==> src/rtl/mem_stage_access.sv <==
// mem_stage_access: RV32I memory-stage load/store sequencer.
// Turns a decoded load/store into a word-aligned data-cache request with byte enables and
// lane-replicated store data, stalls the pipeline until the cache responds, and formats
// returned load data for writeback. TIMEOUT_CYCLES > 0 enables a BUSY-state watchdog.
// Optional macro MISALIGN_TRAP_EN: misaligned half/word accesses trap instead of being
// rounded down to the containing lane.
module mem_stage_access #(
    parameter int unsigned TIMEOUT_CYCLES = 0
) (
    input  logic        clk,
    input  logic        rst,
    input  logic        req_valid,
    input  logic        mem_read,
    input  logic        mem_write,
    input  logic [2:0]  funct3,
    input  logic [31:0] addr,
    input  logic [31:0] store_data,
    output logic [31:0] data_mem_address,
    output logic        data_mem_read,
    output logic        data_mem_write,
    output logic [3:0]  data_mem_mbe,
    output logic [31:0] data_mem_wdata,
    input  logic [31:0] data_mem_rdata,
    input  logic        data_mem_resp,
    output logic        stall,
    output logic [31:0] load_data,
    output logic        load_valid,
    output logic        mem_error,
    output logic        misaligned
);

    typedef enum logic [1:0] {StIdle, StBusy, StDone} state_e;

    state_e      state_q, state_d;
    logic [31:0] cnt_q;
    logic [1:0]  lane_q;
    logic [2:0]  f3_q;

    logic        accept;
    logic        trap;
    logic        expire;
    logic [3:0]  mbe_fmt;
    logic [31:0] wdata_fmt;
    logic [7:0]  byte_sel;
    logic [15:0] half_sel;
    logic [31:0] load_fmt;

    assign accept = (state_q == StIdle) && req_valid && (mem_read || mem_write);

`ifdef MISALIGN_TRAP_EN
    logic is_half;
    logic is_word;
    logic mis_q;

    // Halfword covers sh/lh, plus lhu on the load side only.
    assign is_half = (funct3 == 3'b001) || (!mem_write && funct3 == 3'b101);
    assign is_word = (funct3 == 3'b010);
    assign trap    = accept && ((is_half && addr[0]) || (is_word && (addr[1:0] != 2'b00)));
    assign misaligned = mis_q;

    // Misaligned pulse lands in the DONE cycle that follows the trapped request.
    always_ff @(posedge clk or posedge rst) begin
        if (rst) begin
            mis_q <= 1'b0;
        end else begin
            mis_q <= trap;
        end
    end
`else
    assign trap       = 1'b0;
    assign misaligned = 1'b0;
`endif

    // Watchdog fires on the BUSY cycle whose count would reach the limit without a resp.
    assign expire = (TIMEOUT_CYCLES != 0) && (cnt_q == TIMEOUT_CYCLES - 1);

    // Store byte enables and lane replication; loads always fetch the whole word.
    always_comb begin
        mbe_fmt   = 4'b0000;
        wdata_fmt = 32'h0;
        if (mem_write) begin
            unique case (funct3)
                3'b000: begin
                    mbe_fmt   = 4'b0001 << addr[1:0];
                    wdata_fmt = {4{store_data[7:0]}};
                end
                3'b001: begin
                    mbe_fmt   = 4'b0011 << {addr[1], 1'b0};
                    wdata_fmt = {2{store_data[15:0]}};
                end
                3'b010: begin
                    mbe_fmt   = 4'b1111;
                    wdata_fmt = store_data;
                end
                default: begin
                    mbe_fmt   = 4'b0000;
                    wdata_fmt = store_data;
                end
            endcase
        end else begin
            mbe_fmt = 4'b1111;
        end
    end

    // Extract and extend the addressed lane of the returned word.
    always_comb begin
        byte_sel = data_mem_rdata[8*lane_q +: 8];
        half_sel = lane_q[1] ? data_mem_rdata[31:16] : data_mem_rdata[15:0];
        unique case (f3_q)
            3'b000:  load_fmt = {{24{byte_sel[7]}}, byte_sel};
            3'b100:  load_fmt = {24'h0, byte_sel};
            3'b001:  load_fmt = {{16{half_sel[15]}}, half_sel};
            3'b101:  load_fmt = {16'h0, half_sel};
            default: load_fmt = data_mem_rdata;
        endcase
    end

    // Next-state and stall: pipeline is frozen while accepting and throughout BUSY.
    always_comb begin
        state_d = state_q;
        stall   = 1'b0;
        unique case (state_q)
            StIdle: begin
                if (accept) begin
                    stall   = 1'b1;
                    state_d = trap ? StDone : StBusy;
                end
            end
            StBusy: begin
                stall = 1'b1;
                if (data_mem_resp || expire) begin
                    state_d = StDone;
                end
            end
            StDone: state_d = StIdle;
            default: state_d = StIdle;
        endcase
    end

    // State register.
    always_ff @(posedge clk or posedge rst) begin
        if (rst) begin
            state_q <= StIdle;
        end else begin
            state_q <= state_d;
        end
    end

    // Request registers, watchdog counter, load result and completion pulses.
    always_ff @(posedge clk or posedge rst) begin
        if (rst) begin
            data_mem_address <= 32'h0;
            data_mem_read    <= 1'b0;
            data_mem_write   <= 1'b0;
            data_mem_mbe     <= 4'h0;
            data_mem_wdata   <= 32'h0;
            load_data        <= 32'h0;
            load_valid       <= 1'b0;
            mem_error        <= 1'b0;
            cnt_q            <= 32'h0;
            lane_q           <= 2'b00;
            f3_q             <= 3'b000;
        end else begin
            load_valid <= 1'b0;
            mem_error  <= 1'b0;
            unique case (state_q)
                StIdle: begin
                    if (accept && !trap) begin
                        data_mem_address <= {addr[31:2], 2'b00};
                        // A simultaneous read+write is treated as a store.
                        data_mem_read    <= mem_read && !mem_write;
                        data_mem_write   <= mem_write;
                        data_mem_mbe     <= mbe_fmt;
                        data_mem_wdata   <= wdata_fmt;
                        lane_q           <= addr[1:0];
                        f3_q             <= funct3;
                        cnt_q            <= 32'h0;
                    end
                end
                StBusy: begin
                    if (data_mem_resp) begin
                        data_mem_read  <= 1'b0;
                        data_mem_write <= 1'b0;
                        if (data_mem_read) begin
                            load_data  <= load_fmt;
                            load_valid <= 1'b1;
                        end
                    end else if (expire) begin
                        data_mem_read  <= 1'b0;
                        data_mem_write <= 1'b0;
                        mem_error      <= 1'b1;
                    end else begin
                        cnt_q <= cnt_q + 32'd1;
                    end
                end
                default: ;
            endcase
        end
    end

endmodule

==> config.mk <==
export PLATFORM = sky130hd
export DESIGN_NAME = mem_stage_access
export DESIGN_NICKNAME = d
export VERILOG_FILES = /design/src/rtl/mem_stage_access.sv
export SDC_FILE = /design/constraint.sdc
export NUM_CORES = 1
export LEC_CHECK = 0
export CORE_MARGIN = 8
export CORE_UTILIZATION = 52
export DETAILED_ROUTE_END_ITERATION = 10
export DONT_BUFFER_PORTS = 1
export PLACE_DENSITY = 0.81
export SYNTH_ARGS = -nofsm -noshare
export SYNTH_HDL_FRONTEND = slang
export SYNTH_SLANG_ARGS = --single-unit
==> constraint.sdc <==
create_clock -name clk -period 2.96 [get_ports clk]
set_input_delay 0.148 -clock clk [delete_from_list [all_inputs] [get_ports clk]]
set_output_delay 0.148 -clock clk [all_outputs]
set_load 0.05 [all_outputs]
Word level (Yosys, flattened, before mapping)
Index checks and enable logic that the tools add are counted.

Input bits: 105. Logic and storage cells: 53. Register bits: 108.

Eq/ne operators: 8. Muxes and demuxes: 19. Reduce and logical (&&, ||, !) cells: 13. Shifts and indexed selects: 3.

Operator list (number): 32-bit case mux with 4 select lines (1); 32-bit case mux with 2 select lines (1); 32-bit two-way mux (1); 32-bit by 6-bit variable part select with 8-bit output (1); 16-bit two-way mux (1); 4-bit case mux with 3 select lines (1); 1-bit two-way mux (7); 3-bit by 1-bit == test with 1-bit output (second input constant) (2); 3-bit == test (second input constant) (2); 3-bit logical NOT (2); 1-bit case mux with 2 select lines (3); 3-bit AND reduction (2); 2-bit two-way mux (2); 4-bit two-way mux (1); 2-bit inequality test (second input constant) (2); 2-bit case mux with 2 select lines (1); 2-bit AND reduction (2); 1-bit by 2-bit << shifter with 4-bit output (first input constant) (1); 2-bit by 2-bit << shifter with 4-bit output (first input constant) (1); 3-bit by 2-bit == test with 1-bit output (second input constant) (1); 1-bit logical AND (3); 2-bit by 1-bit == test with 1-bit output (second input constant) (1); 2-bit logical NOT (1); 2-bit nonzero test (1); other kinds (2) (2).

Longest topological paths before layout
Gate-level depths: netlist of run 1.

Word-level depth: 5. Depth in mapped cells: 7. Depth with buffers taken out: 6.

Least setup slack after synthesis of run 1
No wires, ideal clock.

Kind: register -> register. Start point: register state_q[0]. End point: register data_mem_read. Period minus slack after synthesis: 1.871 ns. Setup time: 0.122 ns. Slack: 1.089 ns. Cell stages (with the launch flop): 5. Arrival time: 1.750 ns. Buffers on the path: 0. Path through: dfrtp_1 > inv_1 > a21oi_1 > o21ai_0 > a32o_1.

Longest elaborated chain between the ends: 5.

RTL lines: start: declaration (line 34) `state_e state_q, state_d;`; start signal: assignment (line 143) `state_q <= StIdle;`; start signal: assignment (line 145) `state_q <= state_d;`; 2-bit logical NOT (line 48, 166); 1-bit logical AND (2 in series) (line 48) `assign accept = (state_q == StIdle) && req_valid && (mem_read || mem_write);`; 2-bit inequality test (no line); 3-bit AND reduction (no line); end signal: assignment (line 171) `data_mem_read <= mem_read && !mem_write;`; end: declaration (line 19) `output logic data_mem_read,`.

Several ways; a longest one is shown, not always the timed one. A chain may end at the register's enable or synchronous reset.

Final worst setup path of run 1
Start point: register data_mem_read. End point: register load_data[31].

Longest elaborated chain between the ends: 1.

RTL lines: 3-bit AND reduction (no line); end signal: assignment (line 185) `load_data <= load_fmt;`; end: declaration (line 26) `output logic [31:0] load_data,`.

No other way between the ends.

==> results of run 1 <==
[how the worst max path moves through the flow]
stage                                   start                   endpoint  slack, ps
detailed placement  data_mem_read$_DFFE_PP0P_  load_data[31]$_DFFE_PP0P_        490
floorplan              state_q[0]$_DFFE_PP0P_  data_mem_read$_DFFE_PP0P_       1090
CTS                 data_mem_read$_DFFE_PP0P_  load_data[31]$_DFFE_PP0P_        460
finish              data_mem_read$_DFFE_PP0P_  load_data[31]$_DFFE_PP0P_        420
global route        data_mem_read$_DFFE_PP0P_  load_data[24]$_DFFE_PP0P_        310
global placement    data_mem_read$_DFFE_PP0P_  load_data[18]$_DFFE_PP0P_        620
[synth_stat cells, drive strengths merged (2+ instances only)]
cell type,count,share of area (%)
o21ai,26,2.7
nand2,133,10
nor2,40,3.1
nand2b,6,0.77
nand3b,8,1.2
or2,16,2.0
o21bai,5,0.77
inv,6,0.46
clkbuf,16,1.2
dfrtp,108,55
mux2,2,0.46
a21o,2,0.31
buf,19,2.2
a21oi,50,5.1
mux2i,24,4.9
a22o,27,4.8
and2,2,0.26
a21boi,2,0.31
and3,5,0.64
nor2b,4,0.51
[power by group through the flow]
stage | Clock (mW) | Combinational, mW | Sequential, mW
3_5_place_dp | 0 | 1.44 | 5.22
6_report | 1.12 | 1.60 | 5.23
5_1_grt | 1.20 | 1.79 | 5.31
4_1_cts | 1.14 | 1.54 | 5.20
3_3_place_gp | 0 | 1.33 | 5.22
2_1_floorplan | 0 | 1.28 | 4.88
[logic make-up (layout without fill, tap and decap cells)]
kind of cell	Yosys count	after routing	synth area share, %
AOI/OAI and AO/OA	121	121	15.81
buffers and inverters	41	121	3.857
DFF	108	108	55.17
muxes	27	27	5.824
other	1	5	0.07655
and+or+nand+nor	217	217	19.26
[repair_timing]
item / 4_1_cts / 5_1_grt
setup endpoints to repair: 0 / 0
hold endpoints to repair: 108 / 0
resized for setup: 0 / 0
hold buffers: 91 / 0
[placed cells by master, fill, tap and decap left out, drive strengths merged, types with 5 or more instances in the layout]
master,instances
buf,8
nor2,40
mux2i,24
clkbuf,10
or2,16
nand2b,6
inv,7
dlygate4sd3,91
nand2,133
nand3b,8
and3,5
dfrtp,108
o21bai,5
o21ai,26
a22o,27
a21oi,50
[state kept, by name, indices dropped and copies added, names as in the netlist, 2 cells and up]
register / cells
data_mem_mbe: 4
data_mem_wdata: 32
data_mem_address: 30
lane_q: 2
state_q: 2
load_data: 32
f3_q: 3
[cell type report]
class,count,area (sq um)
clock buffer,10,137.6
inverter,6,26.28
clock inverter,6,116.4
antenna,1,2.502
fill,652,3057
multi-input combinational,369,2032
timing repair buffer,99,983.4
sequential,108,2703
tap,111,138.9
[layer usage]
layer / up-vias / wire length, um / track usage (%)
met5: - / 0 / 0
li1: 1879 / - / -
met2: 301 / 7992 / 41.63
met1: 2098 / 5608 / 27.95
met4: 0 / 390 / 9.591
met3: 46 / 2304 / 11.61
[stage by stage]
stage	total power, mW	hold slack [ps]	utilization (%)	area, sq um
5_1_grt	8.292	13.44	66.76	6140
3_5_place_dp	6.658	40.12	54.07	4972
6_report	7.947	23.76	66.76	6140
2_1_floorplan	6.160	253.4	-	4913
4_1_cts	7.876	0.8581	66.73	6137
3_3_place_gp	6.544	32.95	54.07	4972
[critical path: stages (launching register included)]
cell and delay [ps]:
dfrtp_1 680, nand2_1 470, inv_2 400, o31a_1 660, a21oi_1 160
==> run_results.csv, run 1 <==
group,metric,value,unit
route,drtPass1Iterations,7,
sta,final-max-slew-violation-count,0,
placement,place_inst,602,
logic_synthesis,async_flop_share,100.0,%
route,drc_errors,0,
die,io_pins,211,
logic_synthesis,syn_area,0.004898,sq mm
logic_synthesis,synth_area_per_cell,9.512,sq um
sta,fmax,394.3,MHz
setup_path,r2r_setup_slack,420,ps
setup_path,reg2reg_to,"load_data[31]$_DFFE_PP0P_",
sta,slew-limit-headroom,45.21,%
route,drt-initial-drc-count,414,
route,dr_total_vias,4324,
route,via_per_inst,6.090,
logic_synthesis,yosys_warnings,0,
finish,stdcell_count,710,
setup_path,crit_path_start_kind,"flop",
power_and_ir_drop,power.density,1294,mW/mm^2
logic_synthesis,ys_ff_latch,108,
sta,timing.final.ws_setup,424.1,ps
logic_synthesis,synth_cell_types,39,
global_routing,grt_usage,25.24,%
run,maxCapViolCount,0,
clock_tree,clk_latency,360,ps
power_and_ir_drop,pwr-share-comb,20.1,%
die,die_y,113.1,um
clock_tree,numCtsBuffers,9,
finish,nets,698,
clock_tree,cts_tree,"yes",
min_path,hold_path_class,"primary input to flop",
clock_tree,cts_buffer_depth,2,
global_routing,overflow,0,
placement,place_congestion,0.8631,
power_and_ir_drop,power.switching,4.520,mW
global_routing,grt_max_degree,68,
placement,portBuffers,0,
power_and_ir_drop,power.switching_fraction,56.88,%
sta,finalCritPeriodShare,85.67,%
die,rows,35,
clock_tree,root_buffer,"clkbuf_8",
outcome,status,"finished, final reports clean",
setup_path,cp.arrival,2750,ps
clock_tree,clk_pin_slew,110,ps
sta,tightest_slew,821.9,ps
finish,syn_to_final_growth,25.34,%
setup_path,reg2reg_depth,4,
route,detail-route-antenna-nets,0,
logic_synthesis,ys_seq_area_share,55.17,%
setup_path,worstPathRequired,3170,ps
global_routing,grt_pass1_vias,4428,
setup_path,end_kind,"flop",
placement,dp_worst_setup_slack,490.7,ps
sta,final.setup.tns,0,ps
clock_tree,clock-sinks,108,
sta,min_period,2536,ps
min_path,hold_depth,2,
finish,drive_gt1_share,8.027,%
setup_path,path_class,"flop to flop",
power_and_ir_drop,leakage,2.858,nW
global_routing,grt_pass1_wl,25270,um
sta,finalSetupViolations,0,
power_and_ir_drop,internal-power,3.427,mW
setup_path,r2r_start,"data_mem_read$_DFFE_PP0P_",
clock_tree,cts_setup_buffers,0,
logic_synthesis,syn-instance-count,515,
min_path,timing.hold.worst.start,"store_data[13]",
sta,rsz0062_at_grt,"no",
die,die_area,0.01278,sq mm
sta,hold_viol_final,0,
power_and_ir_drop,peakVddDrop,0.7885,mV
clock_tree,cts_htree_levels,3,
power_and_ir_drop,p_clk_share,14.1,%
placement,hpwl,10240,um
logic_synthesis,synth-main-ff-cell,"dfrtp_1",
global_routing,antenna_found_initial,1,
min_path,worstHoldEndpoint,"data_mem_wdata[13]$_DFFE_PP0P_",
die,floorplan.initialDensity,53.27,%
route,post_drt_wl_per_cell,22.95,um
die,die_w,113.1,um
sta,skew,8.142,ps
power_and_ir_drop,p_seq_share,65.8,%
logic_synthesis,synth-edff-count,0,
setup_path,crit_fanout,20,
die,core-area,0.009196,sq mm
route,drt-total-wl,16300,um
Note: power is estimated with default switching activity, not from simulation.
==> inputs of run 2 (changes only) <==
- BUFFER_PORTS_ARGS: not set -> -buffer_cell sky130_fd_sc_hd__buf_2
- CORE_UTILIZATION: 52 -> 43
- DONT_BUFFER_PORTS: 1 -> not set
- PLACE_DENSITY: 0.81 -> 0.87
==> run 2 against run 1 <==
Global-route usage fell by 5.9 points; sequential power fell by 49%; critical path depth did not move; sequential cell count did not move; fmax rose by 13%; utilization fell by 8.6 points; critical path type unchanged; largest power group is now combinational logic.
==> run_results.csv, run 2 (synthesis results as in run 1) <==
group,metric,value,unit
sta,skew,10.22,ps
finish,fill_cells,992,
setup_path,path_cells,"mux2_2 > mux2i_1 > o31a_1 > a21oi_1",
clock_tree,clock-sinks,108,
finish,regArea,0.002703,sq mm
finish,multi_input_area,0.002032,sq mm
sta,finalSetupViolations,0,
power_and_ir_drop,power.density,1299,mW/mm^2
global_routing,grt_max_degree,68,
die,core-area,0.01127,sq mm
setup_path,slowest_stage,"dfrtp_1",
clock_tree,numCtsBuffers,9,
placement,place_congestion,0.9190,
global_routing,grt_pass1_vias,4532,
die,die_y,122.7,um
finish,nets,835,
min_path,hold_path_class,"primary input to flop",
setup_path,crit_fanout,21,
clock_tree,cts_htree_levels,3,
sta,slew-limit-headroom,37.50,%
power_and_ir_drop,internal-power,3.980,mW
global_routing,grt_usage,19.30,%
die,floorplan.initialDensity,43.46,%
die,die_w,122.7,um
finish,syn_to_final_growth,33.90,%
setup_path,crit_family,"flip-flops",
finish,reg.largest.list,"data_mem_wdata: 32 flops, load_data: 32 flops, data_mem_address: 30 flops",
setup_path,end_kind,"flop",
sta,finalCritPeriodShare,75.58,%
die,rows,39,
die,io_pins,211,
sta,min_period,2237,ps
sta,fmax,447.0,MHz
setup_path,reg2reg_depth,4,
setup_path,reg2reg_to,"load_data[26]$_DFFE_PP0P_",
finish,utilization,58.19,%
global_routing,grt_pass1_wl,22950,um
finish,n_antenna_cell,0,
sta,final.setup.tns,0,ps
clock_tree,cts_tree,"yes",
min_path,timing.hold.worst.start,"addr[22]",
route,drc_errors,0,
finish,drive_gt1_share,34.29,%
min_path,hold_depth,3,
sta,hold_viol_final,0,
route,detail-route-antenna-nets,0,
route,drtPass1Iterations,4,
setup_path,r2r_start,"lane_q[1]$_DFFE_PP0P_",
power_and_ir_drop,peakVddDrop,0.7582,mV
power_and_ir_drop,leakage,3.441,nW
finish,final_cell_mix,"buf_2, nand2_1, dfrtp_1",
setup_path,path_class,"flop to flop",
power_and_ir_drop,p_clk_share,14.0,%
clock_tree,clk_pin_slew,70,ps
setup_path,r2r_setup_slack,720,ps
power_and_ir_drop,pwr-share-comb,54.6,%
run,maxCapViolCount,0,
placement,hpwl,11000,um
global_routing,antenna_found_initial,0,
setup_path,worstPathRequired,3140,ps
sta,tightest_slew,936.5,ps
route,drt-total-wl,15110,um
sta,rsz0062_at_grt,"no",
min_path,worstHoldEndpoint,"data_mem_address[22]$_DFFE_PP0P_",
clock_tree,cts_buffer_depth,2,
die,die_area,0.01506,sq mm
route,dr_total_vias,4575,
clock_tree,root_buffer,"clkbuf_16",
sta,final-max-slew-violation-count,0,
route,via_per_inst,5.211,
setup_path,crit_path_start_kind,"flop",
power_and_ir_drop,power.switching,4.541,mW
route,drt-initial-drc-count,363,
power_and_ir_drop,power.switching_fraction,53.29,%
global_routing,overflow,0,
setup_path,cp.arrival,2420,ps
power_and_ir_drop,p_seq_share,31.4,%
route,post_drt_wl_per_cell,17.20,um
placement,portBuffers,206,
setup_path,max_stage_delay,830,ps
finish,final_common_cell,"buf_2",
clock_tree,clk_latency,330,ps
outcome,status,"finished, final reports clean",
setup_path,path_buf_inv,0,
## run 2: what timing repair did
action / CTS / global route
buffers inserted: 0 / 0
resized for setup: 0 / 0
hold buffers: 22 / 0
endpoints found under the hold margin: 39 / 0
## run 2: power groups by stage
stage               combinational, mW  clock, mW  sequential (mW)
global route                     4.93       1.28             2.77
detailed placement               4.67          0             2.67
global placement                 4.57          0             2.66
CTS                              4.68       1.22             2.67
finish                           4.65       1.19             2.68
floorplan                        1.28          0             4.88
## run 2: worst max-delay path by stage
stage / startpoint / endpoint / slack [ps] / cells past startpoint
finish: lane_q[1]$_DFFE_PP0P_ / load_data[26]$_DFFE_PP0P_ / 720 / 4
global route: lane_q[1]$_DFFE_PP0P_ / load_data[18]$_DFFE_PP0P_ / 580 / 4
CTS: lane_q[1]$_DFFE_PP0P_ / load_data[26]$_DFFE_PP0P_ / 720 / 4
detailed placement: lane_q[1]$_DFFE_PP0P_ / load_data[26]$_DFFE_PP0P_ / 730 / 4
global placement: lane_q[1]$_DFFE_PP0P_ / load_data[18]$_DFFE_PP0P_ / 820 / 4
floorplan: state_q[0]$_DFFE_PP0P_ / data_mem_read$_DFFE_PP0P_ / 1090 / 4
## run 2: cell type report
type | count | share of cell area, %
well taps | 143 | 2.728
inverters | 6 | 0.4006
clock buffers | 12 | 3.758
flip-flops and latches | 108 | 41.21
repair buffers | 236 | 20.18
clock inverters | 4 | 0.7440
multi-input cells | 369 | 30.98
## run 2: worst reg2reg max path, delay by kind of cell, from the launching register on
family / cells / cell delay, ps
AO/OA/AOI/OAI: 2 / 720
flip-flops: 1 / 830
multiplexers: 2 / 540
## run 2: per-stage QoR
step           setup slack, ps  total power, mW  area (sq um)  instances  hold slack [ps]
2_1_floorplan             1089            6.160          4913        518            253.4
3_3_place_gp             818.4            7.238          6043        840            181.6
3_5_place_dp             729.4            7.340          6043        840            188.6
4_1_cts                  720.3            8.572          6559        878           0.1440
5_1_grt                  579.4            8.981          6559        878            10.41
6_report                 722.8            8.521          6559        878            9.365
## run 2: per-layer routing
layer / share of wire (%) / global-route usage (%)
met1: 40 / 23.59
met2: 47 / 31.29
met3: 11 / 6.854
met4: 1.6 / 6.169
met5: 0 / 0
